$ cat src/rtl/mem_bus_arbiter.sv
// Two-port (instruction fetch / data) arbiter onto one single-port memory.
// Define MEM_ARB_RR_EN for round-robin arbitration; otherwise D has fixed priority over I.
//
// state  | meaning
// IDLE   | no access in flight, mem_ce low
// BUSY_I | fetch access presented to memory, waiting for mem_ready
// BUSY_D | data access presented to memory, waiting for mem_ready
module mem_bus_arbiter #(
    parameter int AW = 32,
    parameter int DW = 32
) (
    input  logic            clk_i,
    input  logic            rst_ni,
    input  logic            i_req_i,
    input  logic [AW-1:0]   i_addr_i,
    output logic            i_ack_o,
    output logic [DW-1:0]   i_rdata_o,
    input  logic            d_req_i,
    input  logic            d_we_i,
    input  logic [AW-1:0]   d_addr_i,
    input  logic [DW-1:0]   d_wdata_i,
    input  logic [DW/8-1:0] d_sel_i,
    output logic            d_ack_o,
    output logic [DW-1:0]   d_rdata_o,
    output logic            mem_ce_o,
    output logic            mem_we_o,
    output logic [AW-1:0]   mem_addr_o,
    output logic [DW-1:0]   mem_wdata_o,
    output logic [DW/8-1:0] mem_sel_o,
    input  logic [DW-1:0]   mem_rdata_i,
    input  logic            mem_ready_i,
    output logic            stall_req_o
);

    typedef enum logic [1:0] {
        IDLE   = 2'd0,
        BUSY_I = 2'd1,
        BUSY_D = 2'd2
    } state_e;

    state_e            state_q;
    logic              mem_ce_q;
    logic              mem_we_q;
    logic [AW-1:0]     mem_addr_q;
    logic [DW-1:0]     mem_wdata_q;
    logic [DW/8-1:0]   mem_sel_q;
    logic              i_ack_q;
    logic              d_ack_q;
    logic [DW-1:0]     i_rdata_q;
    logic [DW-1:0]     d_rdata_q;
`ifdef MEM_ARB_RR_EN
    logic              last_d_q;
`endif

    logic i_done, d_done, arb_pt;
    logic i_elig, d_elig;
    logic grant_i, grant_d;

    // A port whose access completes this cycle, or whose ack is out now, still
    // holds req high; it must not be granted again for that same request.
    always_comb begin
        i_done  = (state_q == BUSY_I) & mem_ready_i;
        d_done  = (state_q == BUSY_D) & mem_ready_i;
        arb_pt  = (state_q == IDLE) | i_done | d_done;
        i_elig  = i_req_i & ~i_ack_q & ~i_done;
        d_elig  = d_req_i & ~d_ack_q & ~d_done;
`ifdef MEM_ARB_RR_EN
        grant_d = arb_pt & d_elig & (~i_elig | ~last_d_q);
`else
        grant_d = arb_pt & d_elig;
`endif
        grant_i = arb_pt & i_elig & ~grant_d;
    end

    always_ff @(posedge clk_i or negedge rst_ni) begin
        if (!rst_ni) begin
            state_q     <= IDLE;
            mem_ce_q    <= 1'b0;
            mem_we_q    <= 1'b0;
            mem_addr_q  <= '0;
            mem_wdata_q <= '0;
            mem_sel_q   <= '0;
            i_ack_q     <= 1'b0;
            d_ack_q     <= 1'b0;
            i_rdata_q   <= '0;
            d_rdata_q   <= '0;
`ifdef MEM_ARB_RR_EN
            last_d_q    <= 1'b0;
`endif
        end else begin
            i_ack_q <= i_done;
            d_ack_q <= d_done;
            if (i_done) begin
                i_rdata_q <= mem_rdata_i;
            end
            if (d_done && !mem_we_q) begin
                d_rdata_q <= mem_rdata_i;
            end
            if (arb_pt) begin
                if (grant_d) begin
                    state_q     <= BUSY_D;
                    mem_ce_q    <= 1'b1;
                    mem_we_q    <= d_we_i;
                    mem_addr_q  <= d_addr_i;
                    mem_wdata_q <= d_wdata_i;
                    mem_sel_q   <= d_sel_i;
`ifdef MEM_ARB_RR_EN
                    last_d_q    <= 1'b1;
`endif
                end else if (grant_i) begin
                    state_q     <= BUSY_I;
                    mem_ce_q    <= 1'b1;
                    mem_we_q    <= 1'b0;
                    mem_addr_q  <= i_addr_i;
                    mem_sel_q   <= '1;
`ifdef MEM_ARB_RR_EN
                    last_d_q    <= 1'b0;
`endif
                end else begin
                    state_q     <= IDLE;
                    mem_ce_q    <= 1'b0;
                    mem_we_q    <= 1'b0;
                end
            end
        end
    end

    assign i_ack_o     = i_ack_q;
    assign d_ack_o     = d_ack_q;
    assign i_rdata_o   = i_rdata_q;
    assign d_rdata_o   = d_rdata_q;
    assign mem_ce_o    = mem_ce_q;
    assign mem_we_o    = mem_we_q;
    assign mem_addr_o  = mem_addr_q;
    assign mem_wdata_o = mem_wdata_q;
    assign mem_sel_o   = mem_sel_q;
    assign stall_req_o = (i_req_i & ~i_ack_q) | (d_req_i & ~d_ack_q);

endmodule

$ cat config.mk
export PLATFORM = sky130hd
export DESIGN_NAME = mem_bus_arbiter
export DESIGN_NICKNAME = d
export VERILOG_FILES = /design/src/rtl/mem_bus_arbiter.sv
export SDC_FILE = /design/constraint.sdc
export NUM_CORES = 1
export LEC_CHECK = 0
export CAP_MARGIN = 10
export CORE_ASPECT_RATIO = 1.1
export CORE_MARGIN = 2
export CORE_UTILIZATION = 41
export DETAILED_ROUTE_END_ITERATION = 10
export PLACE_DENSITY_LB_ADDON = 0.2
export REMOVE_ABC_BUFFERS = 1
export SLEW_MARGIN = 5
export SYNTH_ARGS = -nofsm -noshare
export SYNTH_HDL_FRONTEND = slang
export SYNTH_SLANG_ARGS = --single-unit
$ cat constraint.sdc
create_clock -name clk_i -period 1.9 [get_ports clk_i]
set_input_delay 0.285 -clock clk_i [delete_from_list [all_inputs] [get_ports clk_i]]
set_output_delay 0.285 -clock clk_i [all_outputs]
set_load 0.03 [all_outputs]
==> flow_summary.toml <==
[yosys]
synth_top_area_share_pct = 60.16
yosysWarnings = 0
yosys-top-cells-area = "dfrtp_1 (60%), mux2_2 (15%), or3b_1 (4.9%)"
synth-compound-area-share_pct = 7.323
synthMuxAreaShare_pct = 18.83
synth_edf_count = 0
synth_fa_ha_area_share_pct = 0
ys_top_cells_by_count = "dfrtp_1 (138), mux2_2 (74), a31oi_1 (36), nor3_1 (36)"
synth-xor-area-share_pct = 0
yosys.cell_count.top_type = "dfrtp_1"
synthFlopType = "dfrtp_1"
synth.avg_cell_area_sq_um = 13.17
synth.distinct_cells = 25
synth.largest_area_cell = "dfrtp_1"
netlist_instances = 436
netlist_area_sq_mm = 0.005741
async_reset_ff_share_pct = 100.0
synth_top_family_by_area = "multiplexers"
yosys.area_share.simple_pct = 9.786
yosysSeqAreaShare_pct = 60.16
ys_ff_latch = 138

[power]
p_leak_uw = 0.003884
combPwrFrac_pct = 51.7
pwr-share-seq_pct = 28.7
switching_share_pct = 39.37
ir_drop_v = 0.001192
switching_power_uw = 7177
clkPwrFrac_pct = 19.6
total_power_uw = 18230
p_per_area_mw_per_mm2 = 1924
intPower_uw = 11050

[routing]
first_iter_violations = 206
num_vias = 4606
routed_via_density = 5.034
postRouteAntennaNets = 0
firstDrtPassIters = 5
wl_per_cell_um = 17.63
drc_errors = 0
wl_um = 16130

[sta]
finalHoldViolCount = 0
fmax_mhz = 545.8
skew_ns = 0.01084
worst_pin_slew_ns = 0.4417
setup_tns_ns = 0
finalMaxSlewViolations = 0
fin_crit_ns = 1.832
setup_violations = 0
slew_headroom_pct = 70.56
finalCritPeriodShare_pct = 96.43
rsz0062_at_grt = "false"

[final_layout]
ff_latch_area_sq_mm = 0.003453
fillCellCount = 1067
diodes = 0
drive_gt1_share_pct = 18.43
fin_nets = 852
multi_input_area_sq_mm = 0.002086
area_delta_synth_final_pct = 65.04

[setup_path]
worstSetupPathType = "register to output port"
crit_required_ns = 1.62
r2r_cells = 4
worst-path-stages = 1
crit_chain = "clkdlybuf4s50_1"
cp-start-kind = "register"
cpMaxStageDelayCell = "clkdlybuf4s50_1"
r2r_start = "state_q[0]"
rrSetupSlack_ns = 0.08
worst_setup_path_end_kind = "output port"
cp.arrival_ns = 1.55
cp_top_family = "buffers and inverters"
worst-path-buf-inv = 1
crit_path_max_fanout = 3
slowest_delay_ns = 0.72
r2r-end = "mem_addr_o[4]"

[global_route]
grt_max_degree = 60
grt_pass1_vias = 4907
grt_pass1_wl_um = 24800
grt_usage_pct = 21.87
grt.overflow.total = 0
antenna_found_initial = 0

[cts]
cts_buffer_depth = 2
post-cts-setup-buffers = 0
cts_tree = "done"
cts_max_level = 4
cts_buffers = 17
cts.sinks = 138
post_cts_resized = 0
clkLatencyLatePin_ns = 0.42
path_clk_slew_ns = 0.06
clockRootBuffer = "clkbuf_16"

[placed_design]
gp_congestion = 0.8182
port_buffers = 274
post-dp-hpwl_um = 11710

[floorplan]
core-area_sq_mm = 0.01374
die_height_um = 128.1
die_area_sq_mm = 0.01496
die_x_um = 116.8
initial_core_util_pct = 41.79
boundaryPins = 275
rows = 45

[status]
status = "finished, final reports clean"

[min_path]
hp-class = "input pin to asynchronous set/reset pin"

[flow_run]
drv_cap = 0
-- area by class of cell --
type	instances	area share, %
clock inverters	10	1.730
inverters	8	0.3170
flip-flops and latches	138	36.45
multi-input cells	253	22.02
clock buffers	22	5.111
repair buffers	296	31.89
well taps	188	2.483
-- per-layer routing --
metal  share of wire, %  GRT usage [%]  wire length (um)
met3                7.7          7.518              1244
met2                 52          37.71              8362
met5                  0              0                 0
met4                2.8          10.31               456
met1                 38          23.97              6063
-- repair_timing --
action                                 4_1_cts  5_1_grt
setup endpoints to repair                    0        0
hold buffers                                 1        0
endpoints found under the hold margin       40        0
-- cells in the final DEF (no fill, tap or decap), types with 3 or more instances in the layout --
cell             instances
clkdlybuf4s50_1        272
dfrtp_1                138
mux2_2                  74
nor3_1                  36
a31oi_1                 36
o21ai_0                 32
or3b_1                  32
mux2_1                  22
clkbuf_16               17
buf_4                   13
buf_12                   9
inv_1                    8
bufinv_16                4
clkbuf_8                 4
nor2b_4                  3
o21ai_1                  3
clkinv_4                 3
-- flip-flops by register name, summed over array words and instances (netlist names) --
signal,count
i_ack_o,1
mem_addr_o,32
mem_we_o,1
i_rdata_o,32
mem_sel_o,4
state_q,2
d_ack_o,1
d_rdata_o,32
mem_wdata_o,32
mem_ce_o,1
-- worst max-delay path by stage --
stage	end	startpoint	slack (ns)
floorplan	mem_addr_o[1]	state_q[0]	-1.05
global placement	mem_addr_o[5]	i_req_i	-0.17
detailed placement	mem_addr_o[4]	i_req_i	-0.19
CTS	mem_we_o	mem_we_o	0.04
global route	mem_we_o	mem_we_o	0.003
finish	mem_we_o	mem_we_o	0.07
-- logic make-up after synthesis --
logic type,Yosys count
DFF,138
and+or+nand+nor,83
AOI/OAI and AO/OA,74
buffers and inverters,45
muxes,96
-- stage by stage --
step | worst slack, ns | utilization [%] | instance area, sq um | instances | hold WS, ns
2_1_floorplan | -1.050 | - | 5547 | 399 | -0.01059
3_3_place_gp | -0.1656 | 64.17 | 8816 | 882 | 0.2387
3_5_place_dp | -0.1933 | 64.17 | 8816 | 882 | 0.2404
4_1_cts | 0.03870 | 68.96 | 9474 | 915 | 0.3581
5_1_grt | 0.003015 | 68.96 | 9474 | 915 | 0.4207
6_report | 0.06778 | 68.96 | 9474 | 915 | 0.3971
-- power by group through the flow --
stage / registers (uW) / logic (uW) / clock network, uW
floorplan: 8100 / 2210 / 0
global placement: 5180 / 9350 / 0
detailed placement: 5240 / 9480 / 0
CTS: 5240 / 9510 / 3640
global route: 5400 / 9940 / 3760
finish: 5230 / 9420 / 3570
Note: power is estimated with default switching activity, not from simulation.
